--- src/rtl/req_ack_responder.sv ---
// Responder side of a single-pulse req/ack handshake: acknowledges each accepted
// req after ACK_DELAY cycles and drops and counts reqs arriving inside the MIN_GAP window.
module req_ack_responder #(
    parameter int unsigned ACK_DELAY = 4,
    parameter int unsigned MIN_GAP   = 8,
    parameter int unsigned CNT_W     = 8
) (
    input  logic             clk,
    input  logic             rst_n,
    input  logic             req,
    input  logic             err_clr,
    output logic             ack,
    output logic             busy,
    output logic             err_overlap,
    output logic [CNT_W-1:0] req_count,
    output logic [CNT_W-1:0] ack_count,
    output logic [CNT_W-1:0] viol_count
);

    localparam int unsigned TW = $clog2(MIN_GAP) + 1;

    typedef enum logic [1:0] {
        IDLE = 2'd0,
        WAIT = 2'd1,
        HOLD = 2'd2
    } state_e;

    state_e           state_q, state_d;
    logic [TW-1:0]    timer_q, timer_d;
    logic             ack_q, ack_d;
    logic             busy_q, busy_d;
    logic             err_q, err_d;
    logic [CNT_W-1:0] req_cnt_q, req_cnt_d;
    logic [CNT_W-1:0] ack_cnt_q, ack_cnt_d;
    logic [CNT_W-1:0] viol_cnt_q, viol_cnt_d;
    logic             accept_c;
    logic             viol_c;

    // Timer counts cycles since the accepted req; it selects the ack cycle and window end.
    always_comb begin
        state_d    = state_q;
        timer_d    = timer_q;
        accept_c   = 1'b0;
        viol_c     = 1'b0;
        ack_d      = 1'b0;
        busy_d     = 1'b0;
        err_d      = err_q;
        req_cnt_d  = req_cnt_q;
        ack_cnt_d  = ack_cnt_q;
        viol_cnt_d = viol_cnt_q;

        case (state_q)
            IDLE: begin
                if (req) begin
                    accept_c = 1'b1;
                    timer_d  = TW'(1);
                    state_d  = WAIT;
                end
            end
            WAIT: begin
                if (timer_q == TW'(ACK_DELAY)) begin
                    if (ACK_DELAY == MIN_GAP - 1) begin
                        state_d = IDLE;
                        timer_d = '0;
                    end else begin
                        state_d = HOLD;
                        timer_d = timer_q + TW'(1);
                    end
                end else begin
                    timer_d = timer_q + TW'(1);
                end
            end
            HOLD: begin
                if (timer_q == TW'(MIN_GAP - 1)) begin
                    state_d = IDLE;
                    timer_d = '0;
                end else begin
                    timer_d = timer_q + TW'(1);
                end
            end
            default: begin
                state_d = IDLE;
                timer_d = '0;
            end
        endcase

        viol_c = req && (state_q != IDLE);
        ack_d  = (state_d == WAIT) && (timer_d == TW'(ACK_DELAY));
        busy_d = (state_d != IDLE);

        // A violation in the same cycle as err_clr keeps the flag set.
        if (viol_c) begin
            err_d = 1'b1;
        end else if (err_clr) begin
            err_d = 1'b0;
        end

        if (accept_c) req_cnt_d  = req_cnt_q + CNT_W'(1);
        if (ack_d)    ack_cnt_d  = ack_cnt_q + CNT_W'(1);
        if (viol_c)   viol_cnt_d = viol_cnt_q + CNT_W'(1);
    end

    always_ff @(posedge clk or negedge rst_n) begin
        if (!rst_n) begin
            state_q    <= IDLE;
            timer_q    <= '0;
            ack_q      <= 1'b0;
            busy_q     <= 1'b0;
            err_q      <= 1'b0;
            req_cnt_q  <= '0;
            ack_cnt_q  <= '0;
            viol_cnt_q <= '0;
        end else begin
            state_q    <= state_d;
            timer_q    <= timer_d;
            ack_q      <= ack_d;
            busy_q     <= busy_d;
            err_q      <= err_d;
            req_cnt_q  <= req_cnt_d;
            ack_cnt_q  <= ack_cnt_d;
            viol_cnt_q <= viol_cnt_d;
        end
    end

    assign ack         = ack_q;
    assign busy        = busy_q;
    assign err_overlap = err_q;
    assign req_count   = req_cnt_q;
    assign ack_count   = ack_cnt_q;
    assign viol_count  = viol_cnt_q;

endmodule

--- config.mk ---
export PLATFORM = sky130hd
export DESIGN_NAME = req_ack_responder
export DESIGN_NICKNAME = d
export VERILOG_FILES = /design/src/rtl/req_ack_responder.sv
export SDC_FILE = /design/constraint.sdc
export NUM_CORES = 1
export LEC_CHECK = 0
export ABC_AREA = 0
export CAP_MARGIN = 10
export CORE_MARGIN = 3
export CORE_UTILIZATION = 48
export CTS_CLUSTER_DIAMETER = 100
export DETAILED_ROUTE_END_ITERATION = 8
export GPL_ROUTABILITY_DRIVEN = 0
export PLACE_DENSITY = 0.75
export SYNTH_ARGS = -nofsm -noshare
export SYNTH_HDL_FRONTEND = slang
export SYNTH_SLANG_ARGS = --single-unit
--- constraint.sdc ---
create_clock -name clk -period 2.3 [get_ports clk]
set_input_delay 0.46 -clock clk [delete_from_list [all_inputs] [get_ports clk]]
set_output_delay 0.46 -clock clk [all_outputs]
set_load 0.02 [all_outputs]
Word level (Yosys, flattened, before mapping) --
Index checks and enable logic that the tools add are counted.
Storage, ports and cells: input bits 4, bits in registers 33, word-level logic and storage cells 35, output and inout port bits 27
Operators by class: equal/unequal tests 6, add/sub/neg operators 4, reductions and logical operators 6, multiplexer cells 11
Operator list (count):
- 8-bit by 1-bit adder with 8-bit output (second input constant) | 3
- 4-bit by 3-bit == test with 1-bit output (second input constant) | 3
- 4-bit case mux with 3 select lines | 1
- 4-bit 2-to-1 mux | 2
- 2-bit 2-to-1 mux | 3
- 2-bit case mux with 3 select lines | 1
- 2-bit nonzero test | 3
- 4-bit by 1-bit adder with 4-bit output (second input constant) | 1
- 2-bit by 1-bit == test with 1-bit output (second input constant) | 2
- 1-bit 2-to-1 mux | 4
- 2-bit == test (second input constant) | 1
- 1-bit logical AND | 2
- 2-bit logical NOT | 1

Logic depth before layout (Yosys ltp) --
Gate-level depths: netlist (run 1).
word-level depth 5, gate-level depth with buffers 6, gate-level depth less buffers 6

Worst setup path before layout (run 1) --
OpenSTA, ideal clock, no wires.
kind register to register, from reg timer_q[0], to reg ack_cnt_q[1] (netlist: ack_count[1]), buffers on the path 0, setup time 128 ps, slack 186 ps, data required time 2172 ps, stages on the path, launching flop included 7, arrival time 1986 ps, period minus slack after synthesis 2114 ps, cells stage by stage dfrtp_1 > inv_1 > ha_1 > or2_0 > a2111o_4 > a211oi_4 > mux2_1
On the way: longest elaborated chain between the ends 5, elaborated cells on any way between the ends 12, those cells by class add/sub (1); eq/ne (4); mux (6); reduce/logical (1)
RTL lines:
- from (decl) | RTL line 29 | logic [TW-1:0] timer_q, timer_d;
- from (signal assigned) | RTL line 115 | timer_q <= timer_d;
- 4-bit by 1-bit adder with 4-bit output, or another cell as far along | RTL line 67, 70, 78
- 4-bit 2-to-1 mux, or another cell as far along | RTL line 74 | if (timer_q == TW'(MIN_GAP - 1)) begin
- 4-bit case mux with 3 select lines or 2-bit case mux with 3 select lines (tied branches) | RTL line 52 | case (state_q)
- 4-bit by 3-bit == test with 1-bit output or 2-bit by 1-bit == test with 1-bit output (tied branches) | RTL line 88 | ack_d = (state_d == WAIT) && (timer_d == TW'(ACK_DELAY));
- 1-bit logical AND (*) | RTL line 88
- via ack_d | RTL line 30 | logic ack_q, ack_d;
- to (signal assigned) | RTL line 120 | ack_cnt_q <= ack_cnt_d;
- to (decl) | RTL line 34 | logic [CNT_W-1:0] ack_cnt_q, ack_cnt_d;
Mark *: on every way through the listed nets, which the timed path passes. The rest lies on a longest branch. A chain may end at the register's enable or synchronous reset.

Worst setup path in the final report (run 1) --
from reg timer_q[1], to reg ack_cnt_q[1] (netlist: ack_count[1])
The elaborated chain is that of the path after synthesis.

==> key figures, run 1 <==
Timing
  • Measured slew at the worst slew-check pin: between 400 and 500 ps
  • Final setup fails: 0
  • RSZ-0062 raised after global routing: false
  • Worst hold slack: a little under 500 ps
  • Setup TNS: 0 ps
  • Final Hold Vio Count: 0
  • Final Cycle Share: 0.971
  • Fmax: about 450 MHz
  • Final Max Slew Viols: 0
  • Fin crit period: 2230 ps
  • Slew Limit Headroom: 0.724
  • Max Clock Skew: between 7 and 8 ps
  • PnR worst setup slack: 65.8 ps

Critical path
  • Max stage delay on crit path: approximately 570 ps
  • WP depth: 6
  • Worst setup EP type: flop
  • CP max FO: 7
  • Family with the most delay on the worst path: compound AO/OA/AOI/OAI gates
  • Critical Path End: ack_count[1]
  • Worst reg2reg path startpoint: timer_q[1]
  • WP data arrival: approximately 2500 ps
  • R2R depth: 6
  • Worst Setup SP: timer_q[1]
  • Worst Setup Path Type: reg2reg
  • CP max stage cell: a2111o_4
  • Startpoint types: flop
  • Worst path bufs/invs: 1
  • WP data required: 2530 ps
  • Flop-to-flop setup slack: 70 ps
  • Cells along the critical path: inv_1, ha_1, or2_0, a2111o_4, a211oi_4, mux2_1
  • R2R Path End: ack_count[1]

Detailed routing
  • Vias: 1145
  • Mean number of vias per cell: just over 5
  • Total wire length: 3210 µm
  • Starting DRT DRC Count: 29
  • Drc violations: 0
  • First-pass DRT Iterations: 4
  • WL/cell: approximately 14 µm
  • DRT antenna net count: 0

Clock tree
  • Post-cts sizing count: 0
  • H-tree depth: 2
  • Clock Sinks: 33
  • CTS Root Cell: clkbuf_4
  • TritonCTS buffer count: 5
  • Clock latency on the worst-skew pair: 340 ps
  • CTS Hold Buffers Added: 0
  • TritonCTS clock tree: built
  • # Post-CTS Setup Buffers: 0
  • Clock tree buffer depth: 2
  • Clock slew at reported path FFs: 100 ps

Yosys
  • Distinct cell type count after synthesis: 36
  • Compound-gate portion of the synthesized area: 0.141
  • Post-synthesis mux area share: 0.00694
  • Top FF cell, synth: dfrtp_1
  • Adder-cell share of the synthesized area: 0.0386
  • Synth Area in Simple Gates: 0.146
  • Mapped cell area: 1620 µm²
  • Number of synthesized register bits: 33
  • Cells after synthesis: roughly 140
  • Post-synth top area share: 0.509
  • Yosys warning count: 0
  • Register area share after synthesis: 0.509
  • Synth top area cells: dfrtp_1 (51%), xor2_1 (6.5%), a2111oi_2 (5.6%)
  • Syn nets: 146
  • XOR/XNOR share of the synthesized area: 0.129
  • Post-synth EDFFs: 0
  • Average instance area after synthesis: 11.8 µm²
  • Largest family of logic cells by synthesized area: simple AND/OR/NAND/NOR gates
  • Ys async rst share: 1.00
  • Largest area contributor in the netlist: dfrtp_1

Die
  • DIE WIDTH: roughly 64 µm
  • Core area: ~3100 µm²
  • Row cnt: 20
  • Die Y: 64.1 µm
  • IO Pins: 31
  • Initial core utilization: 0.518
  • Full die area: roughly 4100 µm²

GRT
  • Gr ovfl total: 0
  • Antenna violations before repair: 0
  • First-pass GRT wire length: 5550 µm
  • Vias in the first global route: 1203
  • Largest net degree at the start of global routing: 34
  • Overall Global Routing Usage: 0.176

Layout
  • Area growth, synth to finish: 29.6%
  • Most common cell after layout, fill and taps aside: dfrtp_1
  • Fin nets: 187
  • Most frequent cells in the layout: dfrtp_1 (33), clkdlybuf4s50_1 (30), nand2_1 (16)
  • N_diodes: 0
  • Share of cells above drive strength 1: 0.173

Status
  • Outcome: finished, final reports clean

Power
  • Leakage: about 0.92 nW
  • PwrDens: between 1000 and 1500 nW/µm²
  • Maximum resistive drop on vdd: 0.755 mV

Hold path
  • Hold Path Class: reg2reg

Placed design
  • # port buffers: 30
  • DP Worst Slack: 45.9 ps
  • Final HPWL DP: 2390 µm

Run
  • Max-cap violation count: 0
-- routing by layer --
metal / GRT usage / routed length (µm)
met1: 0.212 / 1430
met2: 0.286 / 1590
met3: 0.0685 / 152
met4: 0.0633 / 44
met5: 0 / 0
-- state kept, by name, indices dropped and copies added, names as in the netlist --
name         flops
req_count        8
state_q          2
err_overlap      1
viol_count       8
ack_count        8
timer_q          4
ack              1
busy             1
-- metrics by stage --
step	util	instance area (µm²)	std cells	power, mW
CTS	0.669	2090	222	2.80
global route	0.672	2100	223	2.98
floorplan	-	1620	137	1.83
detailed placement	0.642	2010	214	2.34
finish	0.672	2100	223	2.80
global placement	0.642	2010	214	2.27
-- cell type report --
cell class	count	area, µm²
inverter	7	26.3
clock inverter	1	30.0
timing repair buffer	38	360
tap	44	55.1
sequential	33	826
multi-input combinational	93	748
clock buffer	7	55.1
fill	249	1030
-- cells in the mapped netlist, types with 4 or more instances --
cell type and instances:
dfrtp_1 33, nand2_1 16, xor2_1 12, nand3_1 10, xnor2_1 10, inv_1 7
a2111oi_2 6, ha_1 5, nor2_1 5, o21ai_0 4
-- cells by family (layout without fill, tap and decap cells) --
group                      count (synthesis)  in the layout
xor gates and xnor gates                  23             23
muxes                                      1              1
AOI/OAI and AO/OA                         19             19
DFF                                       33             33
adders and majority gates                  5              5
and+or+nand+nor                           45             45
buffers and inverters                     11             53
-- worst min-delay path by stage --
stage	cells after the start	startpoint	end	slack (ps)
floorplan	0	rst_n	ack	160
finish	1	req_count[7]	req_count[7]	480
CTS	1	req_count[7]	req_count[7]	490
detailed placement	1	req_count[7]	req_count[7]	470
global placement	1	req_count[7]	req_count[7]	460
global route	1	ack_count[7]	ack_count[7]	510
-- power by group --
part	total, mW	internal, mW	switching, mW
sequential	0.979	0.775	0.204
combinational	1.36	0.598	0.763
clock	0.456	0.259	0.197
total	2.80	1.63	1.16
Power figures use the tool's default switching activity.
==> run 2: changes to the inputs <==
--- a/config.mk
+++ b/config.mk
@@ -7,12 +7,13 @@
 export LEC_CHECK = 0
 export ABC_AREA = 0
 export CAP_MARGIN = 10
+export CORE_ASPECT_RATIO = 1.5
 export CORE_MARGIN = 3
-export CORE_UTILIZATION = 48
+export CORE_UTILIZATION = 44
 export CTS_CLUSTER_DIAMETER = 100
 export DETAILED_ROUTE_END_ITERATION = 8
 export GPL_ROUTABILITY_DRIVEN = 0
-export PLACE_DENSITY = 0.75
+export PLACE_DENSITY = 0.69
 export SYNTH_ARGS = -nofsm -noshare
 export SYNTH_HDL_FRONTEND = slang
 export SYNTH_SLANG_ARGS = --single-unit
==> run 2 against run 1 <==
Total power decreased by 2.2%. Maximum frequency up 1.5%. Sequential share of layout area increased by 0.16 points. Non-clock buffer count shrank 1. Global-route usage down 1.9 points. Utilization shrank 7.1 points. Routed wire length shrank 6.6%. Combinational power shrank 3%. Cell area fell by 0.42%. Clock skew down 5.5 ps. Critical endpoint unchanged.
==> key figures, run 2 (synthesis results as in run 1) <==
Clock tree
  • CTS Root Cell: clkbuf_8
  • Post-cts sizing count: 0
  • # Post-CTS Setup Buffers: 0
  • Clock Sinks: 33
  • CTS Hold Buffers Added: 0
  • Clock latency on the worst-skew pair: roughly 280 ps
  • Clock tree buffer depth: 2
  • Clock slew at reported path FFs: around 60 ps
  • TritonCTS buffer count: 5
  • TritonCTS clock tree: built
  • H-tree depth: 2

Layout
  • Fin nets: 186
  • Area growth, synth to finish: 29.0%
  • Most common cell after layout, fill and taps aside: dfrtp_1
  • Cell area after layout: around 2100 µm²
  • N_diodes: 0
  • Most frequent cells in the layout: dfrtp_1 (33), clkdlybuf4s50_1 (30), nand2_1 (16)
  • Finished Core Util: 0.601
  • Share of cells above drive strength 1: 0.164

Critical path
  • Worst setup EP type: flop
  • CP max stage cell: a2111o_4
  • CP max FO: 7
  • Cells along the critical path: inv_1, ha_1, or2_0, a2111o_4, a211oi_4, mux2_1
  • Max stage delay on crit path: about 550 ps
  • Startpoint types: flop
  • WP data required: between 2000 and 2500 ps
  • WP data arrival: 2360 ps
  • Worst Setup Path Type: reg2reg

Detailed routing
  • Vias: 1123
  • Starting DRT DRC Count: 17
  • First-pass DRT Iterations: 4
  • Total wire length: 3000 µm
  • WL/cell: 13.7 µm
  • DRT antenna net count: 0
  • Mean number of vias per cell: 5.13
  • Drc violations: 0

GRT
  • Antenna violations before repair: 0
  • Overall Global Routing Usage: 0.157
  • Largest net degree at the start of global routing: 34
  • Gr ovfl total: 0
  • First-pass GRT wire length: 5380 µm
  • Vias in the first global route: 1190

Timing
  • Fin crit period: 2200 ps
  • Worst hold slack: between 400 and 500 ps
  • Final Hold Vio Count: 0
  • RSZ-0062 raised after global routing: false
  • Slew Limit Headroom: 0.678
  • Max Clock Skew: 2.45 ps
  • Measured slew at the worst slew-check pin: 478 ps
  • Final Cycle Share: 0.957
  • Fmax: roughly 450 MHz
  • Setup TNS: 0 ps
  • Final Max Slew Viols: 0
  • Final setup fails: 0

Power
  • Maximum resistive drop on vdd: 0.686 mV
  • PwrDens: 1310 nW/µm²
  • Leakage: 0.919 nW
  • Tot Pwr: 2.73 mW

Die
  • Initial core utilization: 0.466
  • DIE WIDTH: 55.6 µm
  • Row cnt: 26
  • Die Y: 80.4 µm
  • Core area: 3480 µm²
  • IO Pins: 31
  • Full die area: 4460 µm²

Run
  • Max-cap violation count: 0

Placed design
  • Post-DP Area: 2010 µm²
  • # port buffers: 30
  • Final HPWL DP: 2260 µm

Hold path
  • Hold Path Class: reg2reg

Status
  • Outcome: finished, final reports clean
run 2: cell count changes in the layout (fill, tap and decap cells not counted):
cell / change
buf_4: -1
bufinv_16: -1
clkbuf_4: -5
clkbuf_8: +5
run 2: critical path, delay by kind of cell (launching register included):
kind | cells | cell delay (ps)
AOI/OAI and AO/OA | 2 | 760
adders and majority gates | 1 | 220
buffers and inverters | 1 | 90
DFF | 1 | 410
muxes | 1 | 350
and+or+nand+nor | 1 | 250
run 2: worst paths after layout:
| kind | endpoint | slack [ps] | cells after the start | from |
|---|---|---|---|---|
| max | ack_count[1] | 100 | 6 | timer_q[0] |
| min | req_count[7] | 470 | 1 | req_count[7] |
| max reg2reg | ack_count[1] | 100 | 6 | timer_q[0] |
| min reg2reg | req_count[7] | 470 | 1 | req_count[7] |
| max in group asynchronous | req_count[4] | 1420 | 2 | rst_n |
| min in group asynchronous | viol_count[0] | 580 | 2 | rst_n |
run 2: area by class of cell:
type                    count  area (µm²)
inverters                   7        26.3
flip-flops and latches     33         826
repair buffers             37         353
well taps                  42        52.6
clock buffers               7        86.3
multi-input cells          93         748
fillers                   296        1390
run 2: report_power, final:
group / internal (mW) / leakage (nW) / switching, mW / total (mW)
registers: 0.777 / 0.418 / 0.212 / 0.989
logic: 0.586 / 0.456 / 0.734 / 1.32
clock network: 0.237 / 0.0443 / 0.187 / 0.424
total: 1.60 / 0.919 / 1.13 / 2.73
run 2: routing by layer:
layer	up-vias	wire length [µm]	GRT usage
li1	553	-	-
met1	529	1240	0.174
met2	34	1540	0.274
met3	7	163	0.0466
met4	0	60	0.0730
met5	-	0	0
run 2: metrics by stage:
| stage | setup slack (ps) | instances |
|---|---|---|
| global route | 2.01 | 219 |
| finish | 99.2 | 219 |
| CTS | 46.5 | 219 |
| floorplan | 186 | 137 |
| global placement | 166 | 212 |
| detailed placement | 64.2 | 212 |
==> run 3: changes to the inputs <==
--- a/config.mk
+++ b/config.mk
@@ -13,7 +13,7 @@
 export CTS_CLUSTER_DIAMETER = 100
 export DETAILED_ROUTE_END_ITERATION = 8
 export GPL_ROUTABILITY_DRIVEN = 0
-export PLACE_DENSITY = 0.69
+export PLACE_DENSITY = 0.73
 export SYNTH_ARGS = -nofsm -noshare
 export SYNTH_HDL_FRONTEND = slang
 export SYNTH_SLANG_ARGS = --single-unit
==> run 3 against run 2 <==
Sequential power decreased by 0.4%. Clock skew fell by 0.51 ps. Non-clock buffer count unchanged. Highest routed layer unchanged.
==> key figures, run 3 (synthesis results as in run 1) <==
Critical path
  • WP depth: 6
  • Flop-to-flop setup slack: 90 ps
  • Startpoint types: flop
  • WP data arrival: 2370 ps
  • R2R Path End: ack_count[1]
  • Worst path bufs/invs: 1
  • Worst Setup SP: timer_q[1]
  • CP max stage cell: a2111o_4
  • Worst reg2reg path startpoint: timer_q[1]
  • Worst Setup Path Type: reg2reg
  • Family with the most delay on the worst path: compound AO/OA/AOI/OAI gates
  • Worst setup EP type: flop
  • Critical Path End: ack_count[1]
  • WP data required: ~2500 ps
  • Cells along the critical path: inv_1, ha_1, or2_0, a2111o_4, a211oi_4, mux2_1
  • Max stage delay on crit path: 570 ps
  • CP max FO: 7
  • R2R depth: 6

Die
  • Core area: 3480 µm²
  • Full die area: 4460 µm²
  • Row cnt: 26
  • Initial core utilization: 0.466
  • IO Pins: 31
  • DIE WIDTH: 55.6 µm
  • Die Y: 80.4 µm

Clock tree
  • Clock Sinks: 33
  • Clock slew at reported path FFs: 60 ps
  • TritonCTS buffer count: 5
  • Clock tree buffer depth: 2
  • CTS Root Cell: clkbuf_8
  • Post-cts sizing count: 0
  • TritonCTS clock tree: built
  • Clock latency on the worst-skew pair: ~280 ps
  • H-tree depth: 2
  • # Post-CTS Setup Buffers: 0
  • CTS Hold Buffers Added: 0

Power
  • Maximum resistive drop on vdd: around 0.93 mV
  • Leakage: a little over 0.9 nW
  • PwrDens: 1350 nW/µm²
  • Tot Pwr: about 2.9 mW

Detailed routing
  • First-pass DRT Iterations: 4
  • Starting DRT DRC Count: 9
  • WL/cell: 14.3 µm
  • Total wire length: about 3100 µm
  • Vias: 1138
  • Drc violations: 0
  • DRT antenna net count: 0
  • Mean number of vias per cell: 5.17

Timing
  • Final setup fails: 0
  • Fin crit period: 2210 ps
  • RSZ-0062 raised after global routing: false
  • Final Hold Vio Count: 0
  • Worst hold slack: about 480 ps
  • Final Cycle Share: 0.963
  • Setup TNS: 0 ps
  • Measured slew at the worst slew-check pin: about 410 ps
  • Fmax: 451 MHz
  • Slew Limit Headroom: 0.723
  • Max Clock Skew: 1.94 ps
  • Final Max Slew Viols: 0

Placed design
  • Final HPWL DP: 2390 µm
  • # port buffers: 30
  • Placed Instances: 212

GRT
  • Overall Global Routing Usage: 0.156
  • Largest net degree at the start of global routing: 34
  • Antenna violations before repair: 0
  • Vias in the first global route: 1148
  • First-pass GRT wire length: 5360 µm
  • Gr ovfl total: 0

Layout
  • Fin nets: 186
  • Most frequent cells in the layout: dfrtp_1 (33), clkdlybuf4s50_1 (30), nand2_1 (16)
  • Share of cells above drive strength 1: 0.169
  • N_diodes: 0
  • Finished Core Util: 0.610
  • Most common cell after layout, fill and taps aside: dfrtp_1
  • Non-Filler Instances: 220
  • Area growth, synth to finish: 30.9%

Status
  • Outcome: finished, final reports clean

Hold path
  • Hold Path Class: reg2reg

Run
  • Max-cap violation count: 0
-- run 3: cell types whose count changed in the layout (fill, tap and decap cells not counted) --
cell       delta
bufinv_16     +1
-- run 3: layout make-up --
| class | instances | area (µm²) |
|---|---|---|
| Clock buffer | 7 | 86.3 |
| Clock inverter | 1 | 30.0 |
| Fill cell | 267 | 1360 |
| Inverter | 7 | 26.3 |
| Multi-Input combinational cell | 93 | 748 |
| Sequential cell | 33 | 826 |
| Tap cell | 42 | 52.6 |
| Timing Repair Buffer | 37 | 353 |
-- run 3: worst min path at each step --
| stage | from | to | cells after the start |
|---|---|---|---|
| CTS | req_count[7] | req_count[7] | 1 |
| detailed placement | req_count[7] | req_count[7] | 1 |
| global route | req_count[7] | req_count[7] | 1 |
| finish | req_count[7] | req_count[7] | 1 |
| floorplan | rst_n | ack | 0 |
| global placement | req_count[7] | req_count[7] | 1 |
-- run 3: report_power, final --
group | switching [mW] | internal, mW | total [mW]
sequential | 0.209 | 0.777 | 0.985
clock | 0.199 | 0.353 | 0.552
combinational | 0.745 | 0.589 | 1.33
total | 1.15 | 1.72 | 2.87
-- run 3: layer usage --
metal,up-vias,global-route usage,wire length [µm]
met1,553,0.170,1280
met2,31,0.276,1650
met3,5,0.0498,165
met4,0,0.0633,46
li1,549,-,-
met5,-,0,0
-- run 3: worst register-to-register path, delay by kind of cell, from the launching register on --
kind | cells | cell delay [ps]
AO/OA/AOI/OAI | 2 | 820
adder cells (fa/ha/maj) | 1 | 210
buffers and inverters | 1 | 80
flip-flops | 1 | 400
multiplexers | 1 | 360
AND/OR/NAND/NOR | 1 | 240
-- run 3: metrics by stage --
| stage | setup slack, ps | cell area, µm² |
|---|---|---|
| after floorplan | 186 | 1620 |
| after global placement | 184 | 2010 |
| after CTS | 86.8 | 2120 |
| after global routing | 17.3 | 2120 |
| after detailed placement | 92.8 | 2010 |
| final | 85.1 | 2120 |
